[src/rtl/fetch_unit_if.sv]
// Instruction-memory request channel between the fetch unit and imem.
// Single-cycle acknowledge; data is valid in the ack cycle.
interface fetch_unit_if;
    logic        imemReq;
    logic [31:0] imemAddr;
    logic        imemAck;
    logic [31:0] imemData;

    modport master (
        output imemReq,
        output imemAddr,
        input  imemAck,
        input  imemData
    );

    modport slave (
        input  imemReq,
        input  imemAddr,
        output imemAck,
        output imemData
    );
endinterface

[src/rtl/fetch_unit.sv]
// Instruction fetch stage: PC, imem request FSM and the IF/ID register.
// Handles load-use freezes (dHazard) and taken-branch squashes (cHazard).
module fetch_unit #(
    parameter logic [31:0] RESET_PC = 32'h0000_0000
) (
    input  logic               clk,
    input  logic               rst,
    input  logic               dHazard,
    input  logic               cHazard,
    input  logic [31:0]        brTarget,
    fetch_unit_if.master       imem,
    output logic [31:0]        ifidInsnOut,
    output logic [31:0]        ifidPCOut,
    output logic               ifidValidOut,
    output logic [4:0]         ifidRSOut,
    output logic [4:0]         ifidRTOut,
    output logic [5:0]         dcOp,
    output logic [15:0]        stallCount,
    output logic [15:0]        flushCount
);

    localparam logic [1:0] FETCH = 2'd0;
    localparam logic [1:0] HOLD  = 2'd1;
    localparam logic [1:0] DROP  = 2'd2;

    logic [1:0]  state_q, state_d;
    logic [31:0] pc_q, pc_d;
    logic [31:0] addr_q, addr_d;
    logic [31:0] insn_q, insn_d;
    logic [31:0] ifpc_q, ifpc_d;
    logic        valid_q, valid_d;
    logic [31:0] buf_insn_q, buf_insn_d;
    logic [31:0] buf_pc_q, buf_pc_d;
    logic [15:0] stall_q, stall_d;
    logic [15:0] flush_q, flush_d;

    logic [31:0] br_pc;
    logic [31:0] pc_inc;

    assign br_pc  = {brTarget[31:2], 2'b00};
    assign pc_inc = pc_q + 32'd4;

    // Saturating performance counters, one tick per hazard cycle.
    always_comb begin
        stall_d = stall_q;
        flush_d = flush_q;
        if (dHazard && stall_q != 16'hFFFF) begin
            stall_d = stall_q + 16'd1;
        end
        if (cHazard && flush_q != 16'hFFFF) begin
            flush_d = flush_q + 16'd1;
        end
    end

    // Next-state logic: branch redirect wins over the data-hazard freeze.
    always_comb begin
        state_d    = state_q;
        pc_d       = pc_q;
        addr_d     = addr_q;
        insn_d     = insn_q;
        ifpc_d     = ifpc_q;
        valid_d    = valid_q;
        buf_insn_d = buf_insn_q;
        buf_pc_d   = buf_pc_q;

        if (cHazard) begin
            insn_d  = 32'd0;
            ifpc_d  = 32'd0;
            valid_d = 1'b0;
            pc_d    = br_pc;
            case (state_q)
                FETCH: begin
                    if (imem.imemAck) begin
                        addr_d  = br_pc;
                        state_d = FETCH;
                    end else begin
                        // Outstanding request must complete at the old address.
                        state_d = DROP;
                    end
                end
                HOLD: begin
                    buf_insn_d = 32'd0;
                    buf_pc_d   = 32'd0;
                    addr_d     = br_pc;
                    state_d    = FETCH;
                end
                DROP: begin
                    if (imem.imemAck) begin
                        addr_d  = br_pc;
                        state_d = FETCH;
                    end
                end
                default: begin
                    addr_d  = br_pc;
                    state_d = FETCH;
                end
            endcase
        end else begin
            case (state_q)
                FETCH: begin
                    if (imem.imemAck) begin
                        if (dHazard) begin
                            // Park the returned word until the freeze lifts.
                            buf_insn_d = imem.imemData;
                            buf_pc_d   = addr_q;
                            state_d    = HOLD;
                        end else begin
                            insn_d  = imem.imemData;
                            ifpc_d  = addr_q + 32'd4;
                            valid_d = 1'b1;
                            pc_d    = pc_inc;
                            addr_d  = pc_inc;
                        end
                    end
                end
                HOLD: begin
                    if (!dHazard) begin
                        insn_d  = buf_insn_q;
                        ifpc_d  = buf_pc_q + 32'd4;
                        valid_d = 1'b1;
                        pc_d    = pc_inc;
                        addr_d  = pc_inc;
                        state_d = FETCH;
                    end
                end
                DROP: begin
                    if (imem.imemAck) begin
                        addr_d  = pc_q;
                        state_d = FETCH;
                    end
                end
                default: begin
                    addr_d  = pc_q;
                    state_d = FETCH;
                end
            endcase
        end
    end

    // State registers with asynchronous reset.
    always_ff @(posedge clk or posedge rst) begin
        if (rst) begin
            state_q    <= FETCH;
            pc_q       <= RESET_PC;
            addr_q     <= RESET_PC;
            insn_q     <= 32'd0;
            ifpc_q     <= 32'd0;
            valid_q    <= 1'b0;
            buf_insn_q <= 32'd0;
            buf_pc_q   <= 32'd0;
            stall_q    <= 16'd0;
            flush_q    <= 16'd0;
        end else begin
            state_q    <= state_d;
            pc_q       <= pc_d;
            addr_q     <= addr_d;
            insn_q     <= insn_d;
            ifpc_q     <= ifpc_d;
            valid_q    <= valid_d;
            buf_insn_q <= buf_insn_d;
            buf_pc_q   <= buf_pc_d;
            stall_q    <= stall_d;
            flush_q    <= flush_d;
        end
    end

    assign imem.imemReq  = (state_q != HOLD);
    assign imem.imemAddr = addr_q;

    assign ifidInsnOut  = insn_q;
    assign ifidPCOut    = ifpc_q;
    assign ifidValidOut = valid_q;
    assign ifidRSOut    = insn_q[25:21];
    assign ifidRTOut    = insn_q[20:16];
    assign dcOp         = insn_q[31:26];
    assign stallCount   = stall_q;
    assign flushCount   = flush_q;

endmodule

[src/flat_wrapper.sv]
// flat-port wrapper written by rule: the top's interface ports become plain ports
module fetch_unit_flat 
#(
    parameter logic [31:0] RESET_PC = 32'h0000_0000
)
  (clk, rst, dHazard, cHazard, brTarget, ifidInsnOut, ifidPCOut, ifidValidOut, ifidRSOut, ifidRTOut, dcOp, stallCount, flushCount, imem_imemReq, imem_imemAddr, imem_imemAck, imem_imemData);
  fetch_unit_if imem_i ();
  input  logic clk;
  input  logic rst;
  input  logic dHazard;
  input  logic cHazard;
  input  logic [31:0] brTarget;
  output logic [31:0] ifidInsnOut;
  output logic [31:0] ifidPCOut;
  output logic ifidValidOut;
  output logic [4:0] ifidRSOut;
  output logic [4:0] ifidRTOut;
  output logic [5:0] dcOp;
  output logic [15:0] stallCount;
  output logic [15:0] flushCount;
  output wire logic [$bits(imem_i.imemReq)-1:0] imem_imemReq;
  output wire logic [$bits(imem_i.imemAddr)-1:0] imem_imemAddr;
  input wire logic [$bits(imem_i.imemAck)-1:0] imem_imemAck;
  input wire logic [$bits(imem_i.imemData)-1:0] imem_imemData;
  assign imem_imemReq = imem_i.imemReq;
  assign imem_imemAddr = imem_i.imemAddr;
  assign imem_i.imemAck = imem_imemAck;
  assign imem_i.imemData = imem_imemData;
  fetch_unit #(.RESET_PC(RESET_PC)) u_core (.clk(clk), .rst(rst), .dHazard(dHazard), .cHazard(cHazard), .brTarget(brTarget), .imem(imem_i), .ifidInsnOut(ifidInsnOut), .ifidPCOut(ifidPCOut), .ifidValidOut(ifidValidOut), .ifidRSOut(ifidRSOut), .ifidRTOut(ifidRTOut), .dcOp(dcOp), .stallCount(stallCount), .flushCount(flushCount));
endmodule
[config.mk]
export PLATFORM = sky130hd
export DESIGN_NAME = fetch_unit_flat
export DESIGN_NICKNAME = d
export VERILOG_FILES = /design/src/rtl/fetch_unit_if.sv /design/src/rtl/fetch_unit.sv /design/src/flat_wrapper.sv
export SDC_FILE = /design/constraint.sdc
export NUM_CORES = 1
export LEC_CHECK = 0
export ABC_AREA = 1
export CORE_MARGIN = 2
export CORE_UTILIZATION = 53
export CTS_CLUSTER_DIAMETER = 80
export DETAILED_ROUTE_END_ITERATION = 16
export PLACE_DENSITY_LB_ADDON = 0.05
export RECOVER_POWER = 50
export SYNTH_ARGS = -nofsm -noshare
export SYNTH_HDL_FRONTEND = slang
export SYNTH_SLANG_ARGS = --single-unit
[constraint.sdc]
create_clock -name clk -period 8.41 [get_ports clk]
set_input_delay 1.682 -clock clk [delete_from_list [all_inputs] [get_ports clk]]
set_output_delay 1.682 -clock clk [all_outputs]
set_load 0.05 [all_outputs]
## Yosys cells after proc, flatten, opt, wreduce, memory -nomap -nowiden

Index checks and enable logic that the tools add are counted.

- Output and inout port bits: 146
- Input port bits: 69
- Flip-flop bits (word level): 227
- Logic and storage cells: 82

- Eq/ne operators: 12
- Mux-type cells: 42
- Add/subtract/negate cells: 5
- Reduce and logical (&&, ||, !) cells: 13

Operator list:

| cell | count |
|---|---|
| $mux 32 | 26 |
| $pmux 32 s2 | 3 |
| $add 32x3->32 const B | 3 |
| $pmux 32 s3 | 1 |
| $add 16x1->16 const B | 2 |
| $ne 16x16->1 const B | 2 |
| $ne 3x3->1 const B | 5 |
| $mux 2 | 6 |
| $reduce_and 4->1 | 2 |
| $pmux 2 s3 | 1 |
| $reduce_and 3->1 | 2 |
| $reduce_bool 2->1 | 3 |
| $ne 2x1->1 const B | 2 |
| $pmux 2 s2 | 1 |
| $mux 1 | 3 |
| $ne 3x2->1 const B | 1 |
| $reduce_bool 3->1 | 1 |
| $eq 2x1->1 const B | 1 |
| $eq 2x2->1 const B | 1 |
| $logic_and 1x1->1 | 2 |
| $logic_not 2->1 | 1 |
| $pmux 1 s2 | 1 |
| $reduce_and 2->1 | 1 |
| $reduce_or 2->1 | 1 |

## Longest topological paths before layout

Gate-level depths: netlist of the first run.

- Word-level depth: 5
- Depth in mapped cells: 15

## Worst setup path before layout of the first run

Ideal clock, no wire load.

- Kind: reg-to-output
- Start: register u_core.state_q[0]
- End: output port imem_imemReq
- Setup slack: 5.226 ns
- Arrival: 1.502 ns
- Path buffers: 3
- Cell stages (with the launch flop): 5
- Cells stage by stage: dfrtp_1 > nand2_2 > buf_2 > buf_2 > clkbuf_1

- Cells in the longest elaborated chain, start to end: 1

RTL lines:

| element | RTL line | source |
|---|---|---|
| from (decl) | fetch_unit.sv:26 | `logic [1:0] state_q, state_d;` |
| from (signal assigned) | fetch_unit.sv:154 | `state_q <= state_d;` |
| $ne 2x1->1 | fetch_unit.sv:167 | `assign imem.imemReq = (state_q != HOLD);` |
| to (decl) | flat_wrapper.sv:21 | `output wire logic [$bits(imem_i.imemReq)-1:0] imem_imemReq;` |

Every way passes these cells.

## Worst setup path in the final report of the first run

- Start: input port cHazard
- End: register u_core.ifpc_q[9], in the netlist u_core.ifidPCOut[9]

- Cells in the longest elaborated chain, start to end: 2
- Elaborated cells between the ends (all ways): 6

RTL lines:

| element | RTL line | source |
|---|---|---|
| from (decl) | flat_wrapper.sv:11 | `input logic cHazard;` |
| $ne 3x3->1 (no line) / $reduce_bool 3->1 (equally long branches) | n/a |  |
| $reduce_and 4->1 (no line) | n/a |  |
| to (signal assigned) | fetch_unit.sv:158 | `ifpc_q <= ifpc_d;` |
| to (decl) | fetch_unit.sv:30 | `logic [31:0] ifpc_q, ifpc_d;` |

Several ways; a longest one is shown, not always the timed one.
A chain may end at the register's enable or synchronous reset.

==> impl_metrics.yaml, run 1 <==
pwr:
  p_seq_frac: 0.390
  internal-power_mw: 2.26
  p_comb_frac: 0.316
  p_sw_mw: 1.40
  total_power_mw: 3.66
  peakVddDrop_uv: 178
  p_leak_nw: 7.15
  swShare: 0.383
  p_per_area_nw_per_um2: 246
  p_clk_frac: 0.294
clock_tree:
  cts-root-buf: "clkbuf_16"
  clk_pin_slew_ns: 0.05
  cts_resized: 0
  htree_num_levels: 1
  numCtsBuffers: 25
  clk-insertion-delay-late_ns: 0.52
  clockBufferDepth: 3
  cts_tree: "yes"
  cts_sinks: 222
  postCtsSetupRepairBufs: 0
  cts_hold_buffers: 0
logic_synthesis:
  synth_edf_count: 0
  ys_seq_area_frac: 0.465
  yosysWarningCount: 0
  ys_async_sr_fraction: 1.00
  yosys_register_bits: 222
  synth_area_um2: 12000
  synth-xor-area-share: 0.0300
  yosys.area_share.adder: 0.00419
  synth.net_count: 1668
  synth_area_per_cell_um2: 7.49
  yosys.area_share.simple: 0.261
  muxShareOfSynthArea: 0
  synth_top_family_by_area: "simple AND/OR/NAND/NOR gates"
  synth_cell_types: 37
  synth_flop_cell: "dfrtp_1"
  syn_inst: 1595
  synth-compound-area-share: 0.139
place:
  dpl.hpwl_um: 21700
  place.gp.congestion: 0.923
  pre_cts_ws_ns: 3.61
  placed_area_um2: 14000
  numPortBuffers: 212
setup_path:
  crit_type: "in2reg"
  cp-end-kind: "flip-flop"
  worstPathMaxFanout: 83
  arrival_ns: 6.17
  r2r_slack_ns: 3.94
  start_kind: "input pin"
  crit_path_max_incr_delay_ns: 1.17
  worst_path_max_delay_cell: "clkbuf_1"
  worstPathRequired_ns: 8.85
  crit_path_cell_trace: "buf_2 > buf_4 > inv_1 > o31ai_4 > clkbuf_1 > nand2_1 > buf_4 > a21oi_1 > o22ai_1 > nand2_1"
detailed_routing:
  vias: 11152
  wirelength_um: 32700
  first_pass_iters: 5
  drt_iter0_drc: 776
  wl_per_cell_um: 16.0
  via_per_inst: 5.44
  ant_nets: 0
  drc: 0
timing:
  whs_ns: 0.473
  fin_skew_ns: 0.0147
  tns_ns: 0
  rsz0062_at_grt: "no"
  worst_slack_ns: 2.67
  timing.final.crit_period_ns: 5.74
  relSlewSlack: -1.03
  tightestPinTransition_ns: 3.04
  maxSlewViolCount: 135
  finalSetupViolCount: 0
  max_freq_ghz: 0.174
  hold_viol: 0
  min_period_over_period: 0.682
run_status:
  status: "finished, violations left"
  violations: "max-capacitance violations, max-slew violations"
grt:
  antenna_found_initial: 0
  grt_usage: 0.274
  grt_pass1_wl_um: 53200
  grt_max_degree: 144
  grt_pass1_vias: 10585
  grt_overflow_total: 0
cells_and_area:
  layout-drive-gt1-share: 0.0441
  area_growth_pct: 24.2
  nNetsFinal: 1825
  diodes: 0
  fill_cells: 1853
  design_area_um2: 14800
floorplanning:
  core.rowCount: 54
  die_y_um: 154
  dieArea_um2: 23800
  core_region_area_um2: 22000
  io_pins: 215
  start_util: 0.544
  die_w_um: 154
hold_path:
  hold_path_class: "reg2reg"
run:
  max_cap_viol_count: 3
==> worst max-delay path: cells and delay by family <==
family | cells | cell delay, ns
buffers and inverters | 5 | 3.19
AND/OR/NAND/NOR | 2 | 0.67
AO/OA/AOI/OAI | 3 | 0.58
==> state kept, by name, indices dropped and copies added (netlist names) <==
signal	cells
u_core.buf_insn_q	32
u_core.buf_pc_q	31
u_core.flushCount	16
u_core.ifidInsnOut	32
u_core.ifidPCOut	31
u_core.ifidValidOut	1
u_core.imem.imemAddr	31
u_core.pc_q	30
u_core.stallCount	16
u_core.state_q	2
==> cell usage after synthesis (11+ instances only) <==
| cell type | number | area [um2] |
|---|---|---|
| nand2_1 | 466 | 1750 |
| dfrtp_1 | 222 | 5560 |
| inv_1 | 183 | 687 |
| o21ai_0 | 133 | 666 |
| nor2_1 | 118 | 443 |
| nand3_1 | 117 | 586 |
| a21oi_1 | 66 | 330 |
| clkbuf_1 | 36 | 135 |
| o22ai_1 | 34 | 213 |
| xor2_1 | 32 | 280 |
| buf_4 | 27 | 203 |
| buf_2 | 25 | 125 |
| o211ai_1 | 23 | 173 |
| a31oi_1 | 12 | 75.1 |
| nand4_1 | 11 | 68.8 |
| nor3_1 | 11 | 55.1 |
==> metrics by stage <==
stage,utilization,instances
after CTS,0.677,2050
after floorplan,-,1595
final,0.676,2050
after global placement,0.639,2005
after global routing,0.676,2050
after detailed placement,0.639,2005
==> final timing paths <==
| kind | startpoint | end | cells after the start |
|---|---|---|---|
| setup / recovery | cHazard | u_core.ifidPCOut[9]$_DFFE_PP0P_ | 10 |
| hold / removal | u_core.ifidInsnOut[14]$_DFFE_PP0P_ | u_core.ifidInsnOut[14]$_DFFE_PP0P_ | 2 |
| setup reg to reg | u_core.state_q[0]$_DFFE_PP0P_ | u_core.ifidPCOut[9]$_DFFE_PP0P_ | 8 |
| hold reg to reg | u_core.ifidInsnOut[14]$_DFFE_PP0P_ | u_core.ifidInsnOut[14]$_DFFE_PP0P_ | 2 |
| max in group asynchronous | rst | u_core.buf_insn_q[22]$_DFFE_PP0P_ | 3 |
| min in group asynchronous | rst | u_core.flushCount[0]$_DFFE_PP0P_ | 2 |
==> routing by layer <==
metal,track usage,share of wire
met1,0.378,0.44
met5,0,0
met3,0.0316,0.052
met2,0.456,0.48
met4,0.0850,0.030
==> cell usage in the layout (no fill, tap or decap), types with 3 or more instances in the layout <==
cell,instances
xor2_1,32
nand2_1,467
a31oi_1,12
clkbuf_1,8
clkinv_2,3
xnor2_1,9
buf_4,8
inv_1,184
o21ai_1,7
nor2_2,9
nand3_1,117
nor2_4,5
clkbuf_8,11
nor3_1,11
o22ai_1,34
o21ai_0,133
a22oi_1,6
nand3_2,3
nand2_2,4
clkdlybuf4s50_1,118
clkbuf_16,25
o221ai_1,8
inv_2,4
o211ai_1,23
nor2_1,118
a21oi_1,66
nand4_1,11
ha_1,4
dfrtp_1,222
dlygate4sd3_1,93
==> power groups by stage <==
stage               registers [mW]  logic (mW)  clock network (mW)
CTS                           1.43        1.18                1.10
detailed placement            1.44        1.17                   0
global route                  1.45        1.25                1.13
finish                        1.43        1.15                1.08
floorplan                     1.74       0.484                   0
global placement              1.44        1.15                   0
==> cells by family (layout without fill, tap and decap cells) <==
group           after synthesis  after routing
flops                       222            222
compound gates              295            295
xor+xnor                     41             41
simple gates                751            751
buf+inv                     282            457
fa+ha+maj                     4              4
==> cell type report <==
type	instances	area, um2	area share
tap	280	350	0.0236
clock buffer	41	796	0.0536
inverter	189	717	0.0483
clock inverter	4	23.8	0.00160
sequential	222	5560	0.374
timing repair buffer	223	2190	0.147
multi-input combinational	1091	5220	0.351
No activity file was read; power rests on OpenSTA's default activity.
==> run 2, diff against run 1 <==
--- a/config.mk
+++ b/config.mk
@@ -7,7 +7,7 @@
 export LEC_CHECK = 0
 export ABC_AREA = 1
 export CORE_MARGIN = 2
-export CORE_UTILIZATION = 53
+export CORE_UTILIZATION = 48
 export CTS_CLUSTER_DIAMETER = 80
 export DETAILED_ROUTE_END_ITERATION = 16
 export PLACE_DENSITY_LB_ADDON = 0.05
==> constraint.sdc (replaced) <==
create_clock -name clk -period 4.7 [get_ports clk]
set_input_delay 0.94 -clock clk [delete_from_list [all_inputs] [get_ports clk]]
set_output_delay 0.94 -clock clk [all_outputs]
set_load 0.05 [all_outputs]
==> run 2 against run 1 <==
The flow still finishes with violations (max-capacitance violations, max-slew violations). Via count down 1.8%. Die area increased by 10%. Critical path depth decreased by 7. Register-to-register slack got worse by 2.6 ns. Routed wire length grew 0.62%. Hold slack improved by 0.0027 ns. Flip-flop and latch count stayed put. Largest cell class unchanged. Largest power group unchanged.
==> impl_metrics.yaml, run 2 (synthesis results as in run 1) <==
timing:
  maxSlewViolCount: 303
  hold_viol: 0
  min_period_over_period: 0.818
  tns_ns: 0
  whs_ns: 0.476
  timing.final.crit_period_ns: 3.84
  relSlewSlack: -0.678
  tightestPinTransition_ns: 2.52
  max_freq_ghz: 0.260
  fin_skew_ns: 0.0147
  finalSetupViolCount: 0
  rsz0062_at_grt: "no"
floorplanning:
  die_y_um: 162
  die_w_um: 162
  io_pins: 215
  core_region_area_um2: 24400
  start_util: 0.490
  core.rowCount: 57
  dieArea_um2: 26200
pwr:
  peakVddDrop_uv: 415
  p_per_area_nw_per_um2: 455
  p_clk_frac: 0.322
  p_sw_mw: 2.55
  p_leak_nw: 7.11
  p_comb_frac: 0.305
  swShare: 0.372
  internal-power_mw: 4.31
  total_power_mw: 6.86
  p_seq_frac: 0.373
setup_path:
  arrival_ns: 2.90
  cp-end-kind: "output port"
  r2r_slack_ns: 1.33
  start_kind: "flip-flop"
  worstPathRequired_ns: 3.76
  worstPathMaxFanout: 71
  crit_type: "reg2out"
clock_tree:
  cts_sinks: 222
  clk_pin_slew_ns: 0.06
  cts_tree: "yes"
  clockBufferDepth: 3
  numCtsBuffers: 26
  htree_num_levels: 1
  postCtsSetupRepairBufs: 0
  cts_hold_buffers: 0
  cts-root-buf: "clkbuf_16"
  cts_resized: 0
  clk-insertion-delay-late_ns: 0.54
detailed_routing:
  drt_iter0_drc: 726
  wirelength_um: 32900
  via_per_inst: 5.21
  vias: 10950
  ant_nets: 0
  drc: 0
  wl_per_cell_um: 15.7
  first_pass_iters: 5
run_status:
  violations: "max-capacitance violations, max-slew violations"
  status: "finished, violations left"
place:
  dpl.hpwl_um: 22300
  numPortBuffers: 212
  place.gp.congestion: 0.907
grt:
  grt_overflow_total: 0
  antenna_found_initial: 0
  grt_pass1_vias: 10341
  grt_max_degree: 181
  grt_usage: 0.248
  grt_pass1_wl_um: 53100
cells_and_area:
  final_cell_mix: "nand2_1 (468), dfrtp_1 (222), inv_1 (183)"
  final_common_cell: "nand2_1"
  diodes: 0
  multiInputGateArea_um2: 5210
  fill_cells: 2202
  area_growth_pct: 26.1
  nNetsFinal: 1832
  seq_area_um2: 5560
  layout-drive-gt1-share: 0.0490
hold_path:
  hold_path_class: "reg2reg"
run:
  max_cap_viol_count: 3
## run 2: cell count changes in the layout (fill, tap and decap cells not counted), moves of 3 or more
cell / before / now
dlygate4sd3_1: 93 / 30
clkdlybuf4s50_1: 118 / 180
buf_4: 8 / 13
bufinv_16: 0 / 4
clkbuf_8: 11 / 8
## run 2: critical path: stages, from the launching register on
cell,delay (ns)
dfrtp_1,1.09
nand2_1,0.51
buf_4,0.49
buf_12,0.25
## run 2: worst paths after layout
kind | start | to | depth (start not counted)
max reg2reg | u_core.state_q[0]$_DFFE_PP0P_ | u_core.ifidPCOut[8]$_DFFE_PP0P_ | 7
min reg2reg | u_core.ifidInsnOut[1]$_DFFE_PP0P_ | u_core.ifidInsnOut[1]$_DFFE_PP0P_ | 2
max in group asynchronous | rst | u_core.buf_pc_q[5]$_DFFE_PP0P_ | 3
min in group asynchronous | rst | u_core.ifidInsnOut[15]$_DFFE_PP0P_ | 3
max | u_core.state_q[0]$_DFFE_PP0P_ | imem_imemReq | 3
min | u_core.ifidInsnOut[1]$_DFFE_PP0P_ | u_core.ifidInsnOut[1]$_DFFE_PP0P_ | 2
## run 2: layout make-up
type / count / area share
flip-flops and latches: 222 / 0.369
clock inverters: 8 / 0.00971
inverters: 189 / 0.0472
repair buffers: 229 / 0.149
clock buffers: 38 / 0.0529
multi-input cells: 1091 / 0.346
well taps: 324 / 0.0269
## run 2: per-layer routing
metal | up-vias | routed length [um] | global-route usage
met3 | 45 | 1820 | 0.0306
met2 | 312 | 15200 | 0.407
met5 | - | 0 | 0
met4 | 0 | 887 | 0.0680
met1 | 5137 | 15000 | 0.350
li1 | 5456 | - | -
## run 2: power groups by stage
stage	Clock, mW	Sequential, mW	Combinational (mW)
2_1_floorplan	0	3.11	0.867
3_5_place_dp	0	2.58	2.10
4_1_cts	2.24	2.56	2.11
3_3_place_gp	0	2.57	2.08
6_report	2.21	2.56	2.09
5_1_grt	2.33	2.60	2.26
## run 2: stage by stage
| stage | utilization | setup slack [ns] | cells | instance area, um2 |
|---|---|---|---|---|
| after floorplan | - | 0.864 | 1595 | 12000 |
| after global placement | 0.581 | 1.32 | 2055 | 14200 |
| after detailed placement | 0.581 | 1.22 | 2055 | 14200 |
| after CTS | 0.619 | 1.05 | 2101 | 15100 |
| after global routing | 0.618 | 0.670 | 2101 | 15100 |
| final | 0.618 | 0.857 | 2101 | 15100 |
